## src/rtl/eth_reg_arbiter.sv

```systemverilog
// eth_reg_arbiter: two-port round-robin arbiter in front of a single MAC
// register port. Each granted access holds its strobe until the MAC drops
// reg_busy or the busy budget runs out, then pulses the winner's ack.
//
// Requester handshake: rqN_req is raised with wr/addr/wdata valid and held
// until rqN_ack pulses for one cycle; rqN_err/rqN_rdata are valid with that
// pulse and hold until the port's next ack. Request fields are sampled only
// in the grant cycle, so later changes (or dropping req) do not disturb an
// access already in flight.
module eth_reg_arbiter #(
  parameter int unsigned TIMEOUT_CYC = 255
) (
  input  logic        clk,
  input  logic        reset,
  input  logic        rq0_req,
  input  logic        rq0_wr,
  input  logic [7:0]  rq0_addr,
  input  logic [31:0] rq0_wdata,
  output logic        rq0_ack,
  output logic        rq0_err,
  output logic [31:0] rq0_rdata,
  input  logic        rq1_req,
  input  logic        rq1_wr,
  input  logic [7:0]  rq1_addr,
  input  logic [31:0] rq1_wdata,
  output logic        rq1_ack,
  output logic        rq1_err,
  output logic [31:0] rq1_rdata,
  output logic [7:0]  reg_addr,
  output logic        reg_rd,
  output logic        reg_wr,
  output logic [31:0] reg_data_in,
  input  logic [31:0] reg_data_out,
  input  logic        reg_busy,
  output logic [7:0]  timeout_cnt,
  output logic [1:0]  dbg_state
);

  localparam logic [1:0] ST_IDLE   = 2'd0;
  localparam logic [1:0] ST_ACCESS = 2'd1;
  localparam logic [1:0] ST_DONE   = 2'd2;

  // Busy budget compared one bit wider than the counter so 65535 fits.
  localparam logic [16:0] TIMEOUT_LIM = 17'(TIMEOUT_CYC);

  logic [1:0]  state_q, state_d;
  logic        gnt_q, gnt_d;      // port owning the current access
  logic        last_q, last_d;    // port served most recently
  logic        wr_q, wr_d;
  logic [7:0]  addr_q, addr_d;
  logic [31:0] wdata_q, wdata_d;
  logic [15:0] busy_cnt_q, busy_cnt_d;
  logic [7:0]  tcnt_q, tcnt_d;
  logic [31:0] rdata0_q, rdata0_d;
  logic [31:0] rdata1_q, rdata1_d;
  logic        err0_q, err0_d;
  logic        err1_q, err1_d;

  logic        gnt_sel;
  logic        cap_en;
  logic        cap_err;
  logic [31:0] cap_rdata;
  logic [16:0] busy_inc;

  // Next-state logic: arbitration, access tracking and result capture.
  always_comb begin
    state_d    = state_q;
    gnt_d      = gnt_q;
    last_d     = last_q;
    wr_d       = wr_q;
    addr_d     = addr_q;
    wdata_d    = wdata_q;
    busy_cnt_d = busy_cnt_q;
    tcnt_d     = tcnt_q;
    rdata0_d   = rdata0_q;
    rdata1_d   = rdata1_q;
    err0_d     = err0_q;
    err1_d     = err1_q;
    gnt_sel    = 1'b0;
    cap_en     = 1'b0;
    cap_err    = 1'b0;
    cap_rdata  = 32'h0;
    busy_inc   = {1'b0, busy_cnt_q} + 17'd1;

    case (state_q)
      ST_IDLE: begin
        if (rq0_req || rq1_req) begin
          // On a tie the port that was not served last wins.
          if (rq0_req && rq1_req) gnt_sel = ~last_q;
          else                    gnt_sel = rq1_req;
          gnt_d      = gnt_sel;
          last_d     = gnt_sel;
          wr_d       = gnt_sel ? rq1_wr    : rq0_wr;
          addr_d     = gnt_sel ? rq1_addr  : rq0_addr;
          wdata_d    = gnt_sel ? rq1_wdata : rq0_wdata;
          busy_cnt_d = 16'h0;
          state_d    = ST_ACCESS;
        end
      end
      ST_ACCESS: begin
        if (!reg_busy) begin
          cap_en    = 1'b1;
          cap_rdata = wr_q ? 32'h0 : reg_data_out;
          state_d   = ST_DONE;
        end else if (busy_inc == TIMEOUT_LIM) begin
          // Budget exhausted: abort, report err, return zero data.
          cap_en  = 1'b1;
          cap_err = 1'b1;
          state_d = ST_DONE;
          if (tcnt_q != 8'hFF) tcnt_d = tcnt_q + 8'd1;
        end else begin
          busy_cnt_d = busy_inc[15:0];
        end
      end
      ST_DONE: state_d = ST_IDLE;
      default: state_d = ST_IDLE;
    endcase

    if (cap_en) begin
      if (gnt_q) begin
        rdata1_d = cap_rdata;
        err1_d   = cap_err;
      end else begin
        rdata0_d = cap_rdata;
        err0_d   = cap_err;
      end
    end
  end

  // State registers; reset abandons any in-flight access without an ack.
  always_ff @(posedge clk) begin
    if (reset) begin
      state_q    <= ST_IDLE;
      gnt_q      <= 1'b0;
      last_q     <= 1'b1;
      wr_q       <= 1'b0;
      addr_q     <= 8'h0;
      wdata_q    <= 32'h0;
      busy_cnt_q <= 16'h0;
      tcnt_q     <= 8'h0;
      rdata0_q   <= 32'h0;
      rdata1_q   <= 32'h0;
      err0_q     <= 1'b0;
      err1_q     <= 1'b0;
    end else begin
      state_q    <= state_d;
      gnt_q      <= gnt_d;
      last_q     <= last_d;
      wr_q       <= wr_d;
      addr_q     <= addr_d;
      wdata_q    <= wdata_d;
      busy_cnt_q <= busy_cnt_d;
      tcnt_q     <= tcnt_d;
      rdata0_q   <= rdata0_d;
      rdata1_q   <= rdata1_d;
      err0_q     <= err0_d;
      err1_q     <= err1_d;
    end
  end

  assign reg_rd      = (state_q == ST_ACCESS) && !wr_q;
  assign reg_wr      = (state_q == ST_ACCESS) &&  wr_q;
  assign reg_addr    = addr_q;
  assign reg_data_in = wdata_q;
  assign rq0_ack     = (state_q == ST_DONE) && !gnt_q;
  assign rq1_ack     = (state_q == ST_DONE) &&  gnt_q;
  assign rq0_err     = err0_q;
  assign rq1_err     = err1_q;
  assign rq0_rdata   = rdata0_q;
  assign rq1_rdata   = rdata1_q;
  assign timeout_cnt = tcnt_q;
  assign dbg_state   = state_q;

endmodule

```

## config.mk

```make
export PLATFORM = sky130hd
export DESIGN_NAME = eth_reg_arbiter
export DESIGN_NICKNAME = d
export VERILOG_FILES = /design/src/rtl/eth_reg_arbiter.sv
export SDC_FILE = /design/constraint.sdc
export NUM_CORES = 1
export LEC_CHECK = 0
export CORE_ASPECT_RATIO = 0.8
export CORE_MARGIN = 2
export CORE_UTILIZATION = 45
export DETAILED_ROUTE_END_ITERATION = 7
export MAX_ROUTING_LAYER = met4
export PLACE_DENSITY = 0.94
export REMOVE_ABC_BUFFERS = 1
export SLEW_MARGIN = 20
export SYNTH_ARGS = -nofsm -noshare
export SYNTH_HDL_FRONTEND = slang
export SYNTH_SLANG_ARGS = --single-unit
```

## constraint.sdc

```tcl
create_clock -name clk -period 4.7 [get_ports clk]
set_input_delay 0.94 -clock clk [delete_from_list [all_inputs] [get_ports clk]]
set_output_delay 0.94 -clock clk [all_outputs]
set_load 0.01 [all_outputs]
```

Word level (Yosys, flattened, before mapping). Cells that the tools add are included.

Flip-flop bits (word level): 135. Input bits: 119. Output and inout port bits: 120. Logic and storage cells: 62.

$add $sub $neg: 2. Equal/unequal tests: 8. Multiplexer cells: 22. Bitwise operators: 2. Reduce and logical (&&, ||, !) cells: 16.

Operators by type and width (number): 32-bit two-way mux (4); 16-bit two-way mux (3); 16-bit one-hot mux with 2 select lines (1); 16-bit by 1-bit adder with 17-bit output (second input constant) (1); 17-bit by 8-bit == test with 1-bit output (second input constant) (1); 1-bit two-way mux (9); 8-bit by 1-bit adder with 8-bit output (second input constant) (1); 8-bit two-way mux (1); 8-bit != test (second input constant) (1); 2-bit AND reduction (4); 4-bit AND reduction (2); 2-bit two-way mux (3); 2-bit != test (second input constant) (3); 1-bit logical AND (5); 2-bit one-hot mux with 2 select lines (1); 3-bit != test (second input constant) (1); 2-bit by 1-bit == test with 1-bit output (second input constant) (1); 2-bit == test (second input constant) (1); 1-bit logical NOT (2); 2-bit logical NOT (1); 1-bit NOT (2); 2-bit nonzero test (1); 1-bit logical OR (1).

Logic depth before layout (Yosys ltp).
Depth after elaboration: 6. Depth in mapped cells: 10. Depth with buffers taken out: 8.

Worst setup path after synthesis. No wires, ideal clock.

Kind: reg-to-reg. Start: register busy_cnt_q[0]. End: register tcnt_q[5], in the netlist timeout_cnt[5]. Library setup time: 0.070 ns. Arrival: 2.422 ns. Required time: 4.630 ns. Path slack: 2.207 ns. Cell stages (with the launch flop): 9. Path buffers: 1. Clock period less this slack: 2.493 ns. Cell sequence: dfxtp_1 -> ha_1 -> nand3_1 -> nor4b_2 -> mux2i_1 -> nand4_2 -> buf_6 -> or4_1 -> a21oi_1.

Word-level cells in the longest chain between the ends: 3.

Ends and longest elaborated chain: start: declaration (RTL line 52) `logic [15:0] busy_cnt_q, busy_cnt_d;`; start signal: assignment (RTL line 152) `busy_cnt_q <= busy_cnt_d;`; 16-bit by 1-bit adder with 17-bit output (RTL line 83) `busy_inc = {1'b0, busy_cnt_q} + 17'd1;`; 17-bit by 8-bit == test with 1-bit output (RTL line 105) `end else if (busy_inc == TIMEOUT_LIM) begin`; 4-bit AND reduction (no line); end signal: assignment (RTL line 153) `tcnt_q <= tcnt_d;`; end: declaration (RTL line 53) `logic [7:0] tcnt_q, tcnt_d;`.

No other way between the ends. A chain may end at the register's enable or synchronous reset.

Worst setup path in the final report.
Start: register busy_cnt_q[0]. End: register tcnt_q[4], in the netlist timeout_cnt[4].

Same word-level chain as after synthesis.

==> impl_metrics.ini <==
[power_and_ir_drop]
ir_worst_vdd_mv = 0.269
clkPwrFrac_pct = 44.8
p_sw_share_pct = 25.6
power.density_nw_per_um2 = 351
combPwrFrac_pct = 15.6
sequentialPowerShare_pct = 39.5
p_leak_nw = 3.11
net-switching-power_uw = 802
power.internal_mw = 2.33

[clock_network]
cts_tree = yes
cts-root-buf = clkbuf_16
cts_made_buffers = 17
clkTransAtPathRegs_ps = 60
cts-hold-fix-buffers = 0
cts_resized = 0
clkSinkCount = 135
cts-htree-levels = 4
clkLatencyLatePin_ps = 410
postCtsSetupBuffers = 0
cts.path.max_buffers = 2

[critical_path]
cp.required_ps = 5030
critPathKind = flip-flop to flip-flop
worst_ep_arrival_time_ps = 3750
crit_end = timeout_cnt[4]
r2r_start = busy_cnt_q[0]
worstReg2RegEnd = timeout_cnt[4]
r2r_slack_ps = 1280
crit_path_end_kind = flip-flop
reg2regPathDepth = 7
cp-start-kind = flip-flop
crit_path_start = busy_cnt_q[0]
cp_max_fo = 22

[sta]
slew_violations = 0
fin_crit_ps = 3420
hold_slack_ps = 478
post-route-period-util_pct = 72.7
clock.fmax_mhz = 293
fin_tns_setup_ps = 0
fin_skew_ps = 10.6
tightest_slew_ps = 1030
max_slew_margin_pct = 30.9
final_hold_viol_count = 0
worst_slack_ps = 1280
setup_violations = 0
rsz0062_at_grt = no

[synthesis]
ys_seq_elements = 135
synthFlopType = dfxtp_1
synth_area_um2 = 5800
synth_async_sr_flop_share_pct = 0
seq_area_frac_synth_pct = 46.6
synth-edff-count = 0
yosys_warnings = 0
synth_cell_types = 52
postSynthAreaPerCell_um2 = 8.47
synthCells = 685

[run_status]
status = finished with violations
violations = DRC

[global_route]
grt_util_met2_pct = 43.1
first_global_vias = 5619
gr-usage-all-layers_pct = 26.4
grt.busiest_layer = met2
grt_overflow = 0
grt_util_met3_pct = 7.51
grt_pass1_wl_um = 28100
antenna_found_initial = 0
grt_start_max_net_pins = 84
use_met1_pct = 31.1

[drt]
drt-vias-per-instance = 5.55
drc = 2
final_antenna_net_count = 0
drt_wl_total_um = 17700
avgRoutedWirePerCell_um = 16.4
drtIter0Drc = 554
vias = 6016
dr.pass1.iters = 8

[floorplanning]
dieArea_um2 = 13800
start_util_pct = 45.6
die_h_um = 106
io-pin-count = 239
design.core.area_um2 = 12700
die_w_um = 131
row_count = 37

[cells_and_area]
diodes = 0
finish.utilization_pct = 70.0
drive_gt1_share_pct = 5.73
fillCellCount = 947
area_delta_synth_final_pct = 53.7
nNetsFinal = 1017

[place]
place_congestion = 0.956
io_buffer_count = 238
pre_cts_slack_ps = 1240
dp_hpwl_um = 12400

[worst_hold_path]
min_from = rq0_rdata[30]
hold_path.class = flip-flop to flip-flop

[flow_run]
cap_violations = 0
[critical path: stages (launching register included)]
cell and delay, ps:
dfxtp_1 430, ha_1 300, nand3_1 260, nor4b_2 420, mux2i_1 560, nand4_2 570
or4_1 660, a21oi_1 150
[cells in the mapped netlist (2+ instances only)]
| library cell | count | share of area (%) |
|---|---|---|
| nand4_1 | 5 | 0.54 |
| xnor2_1 | 2 | 0.30 |
| or3_1 | 3 | 0.32 |
| mux2i_1 | 44 | 7.6 |
| o31ai_1 | 4 | 0.52 |
| dfxtp_1 | 135 | 47 |
| or2_2 | 2 | 0.22 |
| xor2_1 | 2 | 0.30 |
| nand3_1 | 15 | 1.3 |
| buf_2 | 2 | 0.17 |
| nor3_1 | 5 | 0.43 |
| ha_1 | 3 | 0.65 |
| o21ai_0 | 76 | 6.6 |
| o32ai_1 | 2 | 0.30 |
| a211oi_1 | 43 | 5.6 |
| and4_1 | 6 | 0.91 |
| and2_1 | 3 | 0.32 |
| o221a_2 | 2 | 0.39 |
| inv_1 | 7 | 0.45 |
| clkbuf_1 | 47 | 3.0 |
| nor4_1 | 2 | 0.22 |
| nand4_2 | 2 | 0.43 |
| a21oi_1 | 84 | 7.2 |
| nand4b_1 | 3 | 0.45 |
| nor3b_1 | 2 | 0.26 |
| nand2b_1 | 2 | 0.22 |
| o41ai_1 | 5 | 0.76 |
| buf_1 | 4 | 0.26 |
| nand2_1 | 86 | 5.6 |
| or4_1 | 5 | 0.65 |
| o211ai_1 | 2 | 0.26 |
| and3_1 | 4 | 0.43 |
| nor2_1 | 57 | 3.7 |
[power groups by stage]
stage | clock [mW] | sequential (mW) | combinational [mW]
final | 1.40 | 1.24 | 0.490
after global routing | 1.48 | 1.25 | 0.527
after CTS | 1.42 | 1.24 | 0.491
after detailed placement | 0 | 1.26 | 0.489
after global placement | 0 | 1.26 | 0.481
after floorplan | 0 | 1.29 | 0.181
[layout by cell type (no fill, tap or decap), types with 15 or more instances in the layout]
cell,instances
dfxtp_1,135
clkdlybuf4s50_1,237
a211oi_1,43
nand2_1,86
nand3_1,15
a21oi_1,84
mux2i_1,44
o21ai_0,76
nor2_1,57
clkbuf_16,17
[per-layer routing]
layer	vias up	wire (um)
li1	2898	-
met1	2802	7010
met2	274	8940
met3	42	1360
met4	0	428
met5	-	0
[per-stage QoR]
stage / cells / power, mW / area (um2)
final: 1083 / 3.13 / 8910
after detailed placement: 1051 / 1.75 / 8290
after global routing: 1083 / 3.26 / 8910
after global placement: 1051 / 1.74 / 8290
after floorplan: 631 / 1.47 / 5590
after CTS: 1083 / 3.15 / 8910
[cell type report]
class,count,area [um2],area share (%)
Clock buffer,19,443,4.97
Clock inverter,13,184,2.06
Inverter,7,26.3,0.295
Multi-Input combinational cell,489,2900,32.5
Sequential cell,135,2700,30.3
Tap cell,175,219,2.46
Timing Repair Buffer,245,2440,27.4
[kinds of logic after synthesis]
kind of cell	after synthesis	synth area share [%]
AOI/OAI and AO/OA	228	23.0
xor gates and xnor gates	4	0.604
adders and majority gates	3	0.647
buffers and inverters	61	4.12
DFF	135	46.6
muxes	44	7.59
and+or+nand+nor	210	17.5
[sequential cells by signal, summed over array words and instances (netlist names)]
name	count
wr_q	1
gnt_q	1
dbg_state	2
timeout_cnt	8
rq1_rdata	32
reg_addr	8
reg_data_in	32
rq0_rdata	32
busy_cnt_q	16
rq1_err	1
rq0_err	1
last_q	1
[worst min-delay path by stage]
stage | cells after the start | slack (ps) | end
4_1_cts | 2 | 470 | rq0_rdata[29]
3_5_place_dp | 2 | 470 | rq0_rdata[29]
5_1_grt | 2 | 490 | rq0_rdata[24]
2_1_floorplan | 2 | 430 | last_q
6_report | 2 | 480 | rq0_rdata[30]
3_3_place_gp | 2 | 460 | rq0_rdata[28]
Note: power is estimated with default switching activity, not from simulation.
